==> config.mk <==
export PLATFORM = sky130hd
export DESIGN_NAME = load_store_unit
export DESIGN_NICKNAME = d
export VERILOG_FILES = /design/src/rtl/mips16_mem_pkg.sv /design/src/rtl/load_store_unit.sv
export SDC_FILE = /design/constraint.sdc
export NUM_CORES = 1
export LEC_CHECK = 0
export CAP_MARGIN = 5
export CORE_MARGIN = 3
export CORE_UTILIZATION = 39
export CTS_BUF_LIST = sky130_fd_sc_hd__clkbuf_16
export CTS_CLUSTER_DIAMETER = 200
export DETAILED_ROUTE_END_ITERATION = 10
export PLACE_DENSITY = 0.8
export SYNTH_ARGS = -nofsm -noshare
export SYNTH_HDL_FRONTEND = slang
export SYNTH_SLANG_ARGS = --single-unit
export TNS_END_PERCENT = 10
==> constraint.sdc <==
create_clock -name clock -period 1.6 [get_ports clock]
set_input_delay 0.32 -clock clock [delete_from_list [all_inputs] [get_ports clock]]
set_output_delay 0.32 -clock clock [all_outputs]
set_load 0.005 [all_outputs]
==> src/rtl/mips16_mem_pkg.sv <==
// Shared definitions for the mips16 memory-side blocks.
// State encoding and default memory depth.
package mips16_mem_pkg;

  typedef enum logic [1:0] {
    IDLE   = 2'd0,
    ACCESS = 2'd1,
    RESP   = 2'd2
  } lsu_state_t;

  localparam int MEM_DEPTH_DEFAULT = 513;

endpackage

==> src/rtl/load_store_unit.sv <==
// Load/store unit: one request in flight, one-cycle memory access,
// response held until the pipeline consumes it.
module load_store_unit
  import mips16_mem_pkg::*;
#(
  parameter int MEM_DEPTH = MEM_DEPTH_DEFAULT,
  parameter int DATA_W    = 16
) (
  input  logic              clock,
  input  logic              reset,
  input  logic              req_valid,
  output logic              req_ready,
  input  logic              req_we,
  input  logic [DATA_W-1:0] req_addr,
  input  logic [DATA_W-1:0] req_wdata,
  output logic              resp_valid,
  input  logic              resp_ready,
  output logic [DATA_W-1:0] resp_data,
  output logic              resp_err,
  output logic              Rm,
  output logic              Wm,
  output logic [DATA_W-1:0] address,
  output logic [DATA_W-1:0] RegVal,
  input  logic [DATA_W-1:0] Data_out,
  output logic [DATA_W-1:0] access_count
);

  localparam logic [DATA_W:0] DEPTH_LIM =
    (DATA_W+1)'(MEM_DEPTH);

  lsu_state_t state_q, state_d;

  logic              rm_q, rm_d;
  logic              wm_q, wm_d;
  logic [DATA_W-1:0] address_q, address_d;
  logic [DATA_W-1:0] regval_q, regval_d;
  logic              resp_valid_q, resp_valid_d;
  logic [DATA_W-1:0] resp_data_q, resp_data_d;
  logic              resp_err_q, resp_err_d;
  logic [DATA_W-1:0] access_count_q, access_count_d;

  logic in_range;

  assign in_range = {1'b0, req_addr} < DEPTH_LIM;

  always_ff @(posedge clock) begin
    if (reset) begin
      state_q <= IDLE;
    end else begin
      state_q <= state_d;
    end
  end

  always_comb begin
    state_d = state_q;
    unique case (state_q)
      IDLE: begin
        if (req_valid) begin
          state_d = in_range ? ACCESS : RESP;
        end
      end
      ACCESS: state_d = RESP;
      RESP: begin
        if (resp_ready) begin
          state_d = IDLE;
        end
      end
      default: state_d = IDLE;
    endcase
  end

  // Rm/Wm are registered so they are glitch-free for exactly the ACCESS cycle.
  always_comb begin
    rm_d           = 1'b0;
    wm_d           = 1'b0;
    address_d      = address_q;
    regval_d       = regval_q;
    resp_valid_d   = resp_valid_q;
    resp_data_d    = resp_data_q;
    resp_err_d     = resp_err_q;
    access_count_d = access_count_q;
    unique case (state_q)
      IDLE: begin
        if (req_valid) begin
          if (in_range) begin
            rm_d      = ~req_we;
            wm_d      = req_we;
            address_d = req_addr;
            regval_d  = req_wdata;
          end else begin
            resp_valid_d = 1'b1;
            resp_data_d  = '0;
            resp_err_d   = 1'b1;
          end
        end
      end
      ACCESS: begin
        resp_valid_d   = 1'b1;
        resp_err_d     = 1'b0;
        resp_data_d    = wm_q ? '0 : Data_out;
        access_count_d = access_count_q + 1'b1;
      end
      RESP: begin
        if (resp_ready) begin
          resp_valid_d = 1'b0;
        end
      end
      default: ;
    endcase
  end

  always_ff @(posedge clock) begin
    if (reset) begin
      rm_q           <= 1'b0;
      wm_q           <= 1'b0;
      address_q      <= '0;
      regval_q       <= '0;
      resp_valid_q   <= 1'b0;
      resp_data_q    <= '0;
      resp_err_q     <= 1'b0;
      access_count_q <= '0;
    end else begin
      rm_q           <= rm_d;
      wm_q           <= wm_d;
      address_q      <= address_d;
      regval_q       <= regval_d;
      resp_valid_q   <= resp_valid_d;
      resp_data_q    <= resp_data_d;
      resp_err_q     <= resp_err_d;
      access_count_q <= access_count_d;
    end
  end

  assign req_ready    = (state_q == IDLE);
  assign resp_valid   = resp_valid_q;
  assign resp_data    = resp_data_q;
  assign resp_err     = resp_err_q;
  assign Rm           = rm_q;
  assign Wm           = wm_q;
  assign address      = address_q;
  assign RegVal       = regval_q;
  assign access_count = access_count_q;

endmodule

Word level (Yosys, flattened, before mapping)
Index checks and enable logic that the tools add are counted.
{"block": "totals", "register_bits": 70, "input_bits": 53, "output_inout_bits": 69, "word_cells": 41}
{"block": "classes", "n_addsub": 1, "n_lt_le_gt_ge": 1, "eq_ne": 5, "n_mux": 13, "bitwise": 4, "reduce_logical": 8}
{"cell": "$mux W16", "n": 3}
{"cell": "$pmux W16 S2", "n": 1}
{"cell": "$add A16 B1 Y16 const B", "n": 1}
{"cell": "$lt A16 B10 Y1 const B", "n": 1}
{"cell": "$mux W2", "n": 3}
{"cell": "$ne A2 B2 Y1 const B", "n": 3}
{"cell": "$pmux W2 S3", "n": 1}
{"cell": "$reduce_and A3 Y1", "n": 2}
{"cell": "$not A1 Y1", "n": 4}
{"cell": "$reduce_and A4 Y1", "n": 1}
{"cell": "$reduce_or A4 Y1", "n": 1}
{"cell": "$mux W1", "n": 3}
{"cell": "$pmux W1 S3", "n": 1}
{"cell": "$reduce_bool A3 Y1", "n": 1}
{"cell": "$eq A2 B1 Y1 const B", "n": 1}
{"cell": "$eq A2 B2 Y1 const B", "n": 1}
{"cell": "$logic_not A2 Y1", "n": 1}
{"cell": "$pmux W1 S2", "n": 1}
{"cell": "$reduce_and A2 Y1", "n": 1}
{"cell": "$reduce_bool A2 Y1", "n": 1}

Longest topological paths before layout
{"block": "depth", "ltp_word": 4, "ltp_mapped": 7, "ltp_nobuf": 5}

Worst setup path after synthesis
Ideal clock, no wire load.
{"block": "synth_path", "path_kind": "in2reg", "from": "input req_addr[11]", "to": "register regval_q[10], in the netlist RegVal[10]", "setup_ns": 0.116, "arrival_ns": 1.438, "required_ns": 1.484, "path_slack_ns": 0.046, "path_stages": 6, "n_path_buf": 2, "cell_sequence": "nor4_2 and3_1 buf_4 buf_4 a311oi_1 a31o_1"}
{"block": "synth_via", "elab_chain_len": 2}
{"element": "start: declaration", "line_no": "load_store_unit.sv:14", "source": "input logic [DATA_W-1:0] req_addr,"}
{"element": "$lt A16 B10 Y1", "line_no": "load_store_unit.sv:44", "source": "assign in_range = {1'b0, req_addr} < DEPTH_LIM;"}
{"element": "$reduce_and A3 Y1 (no line)"}
{"element": "end signal: assignment", "line_no": "load_store_unit.sv:126", "source": "regval_q <= regval_d;"}
{"element": "end: declaration", "line_no": "load_store_unit.sv:36", "source": "logic [DATA_W-1:0] regval_q, regval_d;"}
Every way passes these cells.
A chain may end at the register's enable or synchronous reset.

Worst setup path in the final report
{"block": "layout_path", "from": "input req_addr[5]", "to": "register address_q[9], in the netlist address[9]"}
{"block": "layout_via", "elab_chain_len": 2}
{"element": "$lt A16 B10 Y1", "line_no": "load_store_unit.sv:44"}
{"element": "$reduce_and A3 Y1 (no line)"}
{"element": "end signal: assignment", "line_no": "load_store_unit.sv:125", "source": "address_q <= address_d;"}
{"element": "end: declaration", "line_no": "load_store_unit.sv:35", "source": "logic [DATA_W-1:0] address_q, address_d;"}
Every way passes these cells.

==> impl_metrics.env <==
export IMPL_status="finished clean"
export IMPL_clk_pin_slew_ns=0.05
export IMPL_synth_top_area_share_pct=44.55
export IMPL_path_class="in2reg"
export IMPL_cp_data_arrival_time_ns=1.78
export IMPL_h_tree_depth=3
export IMPL_wl_met3_um=775
export IMPL_first_iter_violations=99
export IMPL_nNetsFinal=543
export IMPL_crit_path_end_kind="register"
export IMPL_synth_edf_count=0
export IMPL_power_density_nw_per_um2=804.4
export IMPL_grt_max_degree=31
export IMPL_synth_ff_type="dfxtp_1"
export IMPL_die_y_um=95.81
export IMPL_slew_viol_final=0
export IMPL_vdd_drop_max_uv=727.6
export IMPL_grt_usage_pct=21.26
export IMPL_p_leak_nw=1.907
export IMPL_clock_root_buffer="clkbuf_16"
export IMPL_cts_hold_buf=0
export IMPL_ys_seq_area_share_pct=44.55
export IMPL_hp_class="in2reg"
export IMPL_rsz0062_at_grt="true"
export IMPL_maxCapViolCount=0
export IMPL_path_max_fanout=7
export IMPL_synth_area_leaders="dfxtp_1 (45%), a311oi_1 (7.0%), a31o_1 (7.0%)"
export IMPL_wl_per_cell_um=16.41
export IMPL_topRoutingLayerUsed="met4"
export IMPL_synth_mux_area_share_pct=0
export IMPL_slew_headroom_pct=73.83
export IMPL_cts_tree="built"
export IMPL_cts_buffer_depth=2
export IMPL_cts_sinks=70
export IMPL_max_freq_ghz=0.6368
export IMPL_syn_to_final_growth_pct=64.88
export IMPL_first_pass_iters=4
export IMPL_cts_buffers=9
export IMPL_synth_xor_area_share_pct=2.784
export IMPL_fin_area_um2=5186
export IMPL_multi_input_area_um2=1540
export IMPL_n_antenna_cell=0
export IMPL_rows=32
export IMPL_clk_latency_ns=0.32
export IMPL_clock_skew_final_ns=0.004462
export IMPL_place_hpwl_um=6123
export IMPL_initial_utilization_pct=40.50
export IMPL_pin_count=122
export IMPL_gp_congestion=0.7949
export IMPL_final_util_pct=66.77
export IMPL_port_buffer_count=121
export IMPL_grt_pass1_wl_um=15320
export IMPL_tightestPinTransition_ns=0.3917
export IMPL_min_period_ns=1.570
export IMPL_seqCellArea_um2=1410
export IMPL_cp_required_ns=1.81
export IMPL_viasPerCell=5.351
export IMPL_core_area_um2=7767
export IMPL_yosysMostFrequentCell="dfxtp_1"
export IMPL_synth_common_cells="dfxtp_1 (70), inv_1 (27), a21oi_1 (26), nand2_1 (26)"
export IMPL_drt_met1_wl_um=4014
export IMPL_ant_nets=0
export IMPL_vias=3189
export IMPL_yosysWarningCount=0
export IMPL_dpl_cell_area_um2=4524
export IMPL_setup_viol_count_final=0
export IMPL_start_kind="primary input"
export IMPL_synthesis_area_um2=3146
export IMPL_synth_largest_area_cell="dfxtp_1"
export IMPL_synth_compound_area_share_pct=21.28
export IMPL_synthCells=347
export IMPL_met2_length_um=4873
export IMPL_hold_violations=0
export IMPL_antenna_found_initial=0
export IMPL_fin_crit_sh_pct=98.15
export IMPL_die_x_um=95.81
export IMPL_totalWireLength_um=9781
export IMPL_synthesis_nets=401
export IMPL_first_global_vias=3113
export IMPL_drc_errors=0
export IMPL_ys_seq_elements=70
export IMPL_synth_top_family_by_area="simple AND/OR/NAND/NOR gates"
export IMPL_synth_avg_cell_area_um2=9.065
export IMPL_async_reset_ff_share_pct=0
export IMPL_synthAdderAreaFrac_pct=0.3978
export IMPL_die_area_um2=9179
export IMPL_overflow=0
export IMPL_drive_gt1_share_pct=18.62
export IMPL_synth_simple_area_share_pct=21.96
export IMPL_synth_cell_types=38
export IMPL_fillers=623
-- cell families (layout without fill, tap and decap cells) --
group / count (synthesis) / in the layout
buffers and inverters: 61 / 208
and+or+nand+nor: 116 / 116
adders and majority gates: 1 / 1
AOI/OAI and AO/OA: 89 / 89
xor gates and xnor gates: 10 / 10
DFF: 70 / 70
-- final timing paths --
kind | to | slack, ns | depth (start not counted) | from
worst max-delay path | address[9] | 0.03 | 7 | req_addr[5]
worst min-delay path | address[2] | 0.27 | 2 | req_addr[2]
worst max register to register | address[8] | 0.07 | 7 | state_q[1]
worst min register to register | address[10] | 0.47 | 1 | address[10]
-- worst max-delay path, cell delays in order --
cell,delay [ns]
clkdlybuf4s15_1,0.22
nor4_4,0.33
a21o_1,0.23
buf_6,0.12
bufbuf_16,0.25
a311oi_2,0.10
a31o_1,0.22
-- metrics by stage --
step | instances | power (mW) | hold slack, ns | setup TNS (ns) | setup WS, ns
2_1_floorplan | 347 | 1.901 | 0.3924 | 0 | 0.04628
3_3_place_gp | 561 | 2.106 | 0.4378 | -30.11 | -0.5982
3_5_place_dp | 561 | 2.109 | 0.4538 | -30.68 | -0.6085
4_1_cts | 587 | 4.177 | 0.3744 | -2.125 | -0.1673
5_1_grt | 596 | 4.286 | 0.2797 | -0.1779 | -0.03912
6_report | 596 | 4.172 | 0.2691 | 0 | 0.02966
-- report_power, final --
part	internal (mW)	switching, mW
combinational	0.203	0.169
sequential	1.75	0.00609
clock	1.34	0.700
total	3.30	0.875
-- area by class of cell --
| type | instances | share of cell area (%) |
|---|---|---|
| timing repair buffer | 165 | 32.79 |
| clock buffer | 9 | 4.343 |
| tap | 102 | 2.461 |
| sequential | 70 | 27.19 |
| clock inverter | 7 | 1.568 |
| inverter | 27 | 1.954 |
| multi-input combinational | 216 | 29.70 |
-- cell usage in the layout (no fill, tap or decap), types with 5 or more instances in the layout --
master	instances
nand4_1	6
inv_1	29
nand3_1	5
a31o_1	25
nand3b_1	16
clkdlybuf4s50_1	100
clkbuf_16	9
nand2_1	26
nor3b_1	6
a21oi_1	26
buf_4	29
xor2_1	9
or3_1	18
dfxtp_2	7
a311oi_1	22
dfxtp_1	63
buf_6	5
clkbuf_2	9
nor2_1	13
-- routing by layer --
layer	track usage, %	vias up
met5	0	-
met4	6.398	0
met3	4.769	11
met2	36.88	118
met1	26.19	1516
li1	-	1544
-- what timing repair did --
action,in CTS,in global routing
gates resized for setup,32,39
endpoints found under the hold margin,0,0
cloned,6,0
pin swaps,5,9
buffers inserted,5,9
setup endpoints to repair,57,63
-- registers in the layout, indices dropped and copies added (netlist names) --
signal and cells:
access_count 16, address 16, Rm 1, state_q 2, resp_data 16, Wm 1, resp_valid 1, resp_err 1
RegVal 16
No activity file was read; power rests on OpenSTA's default activity.
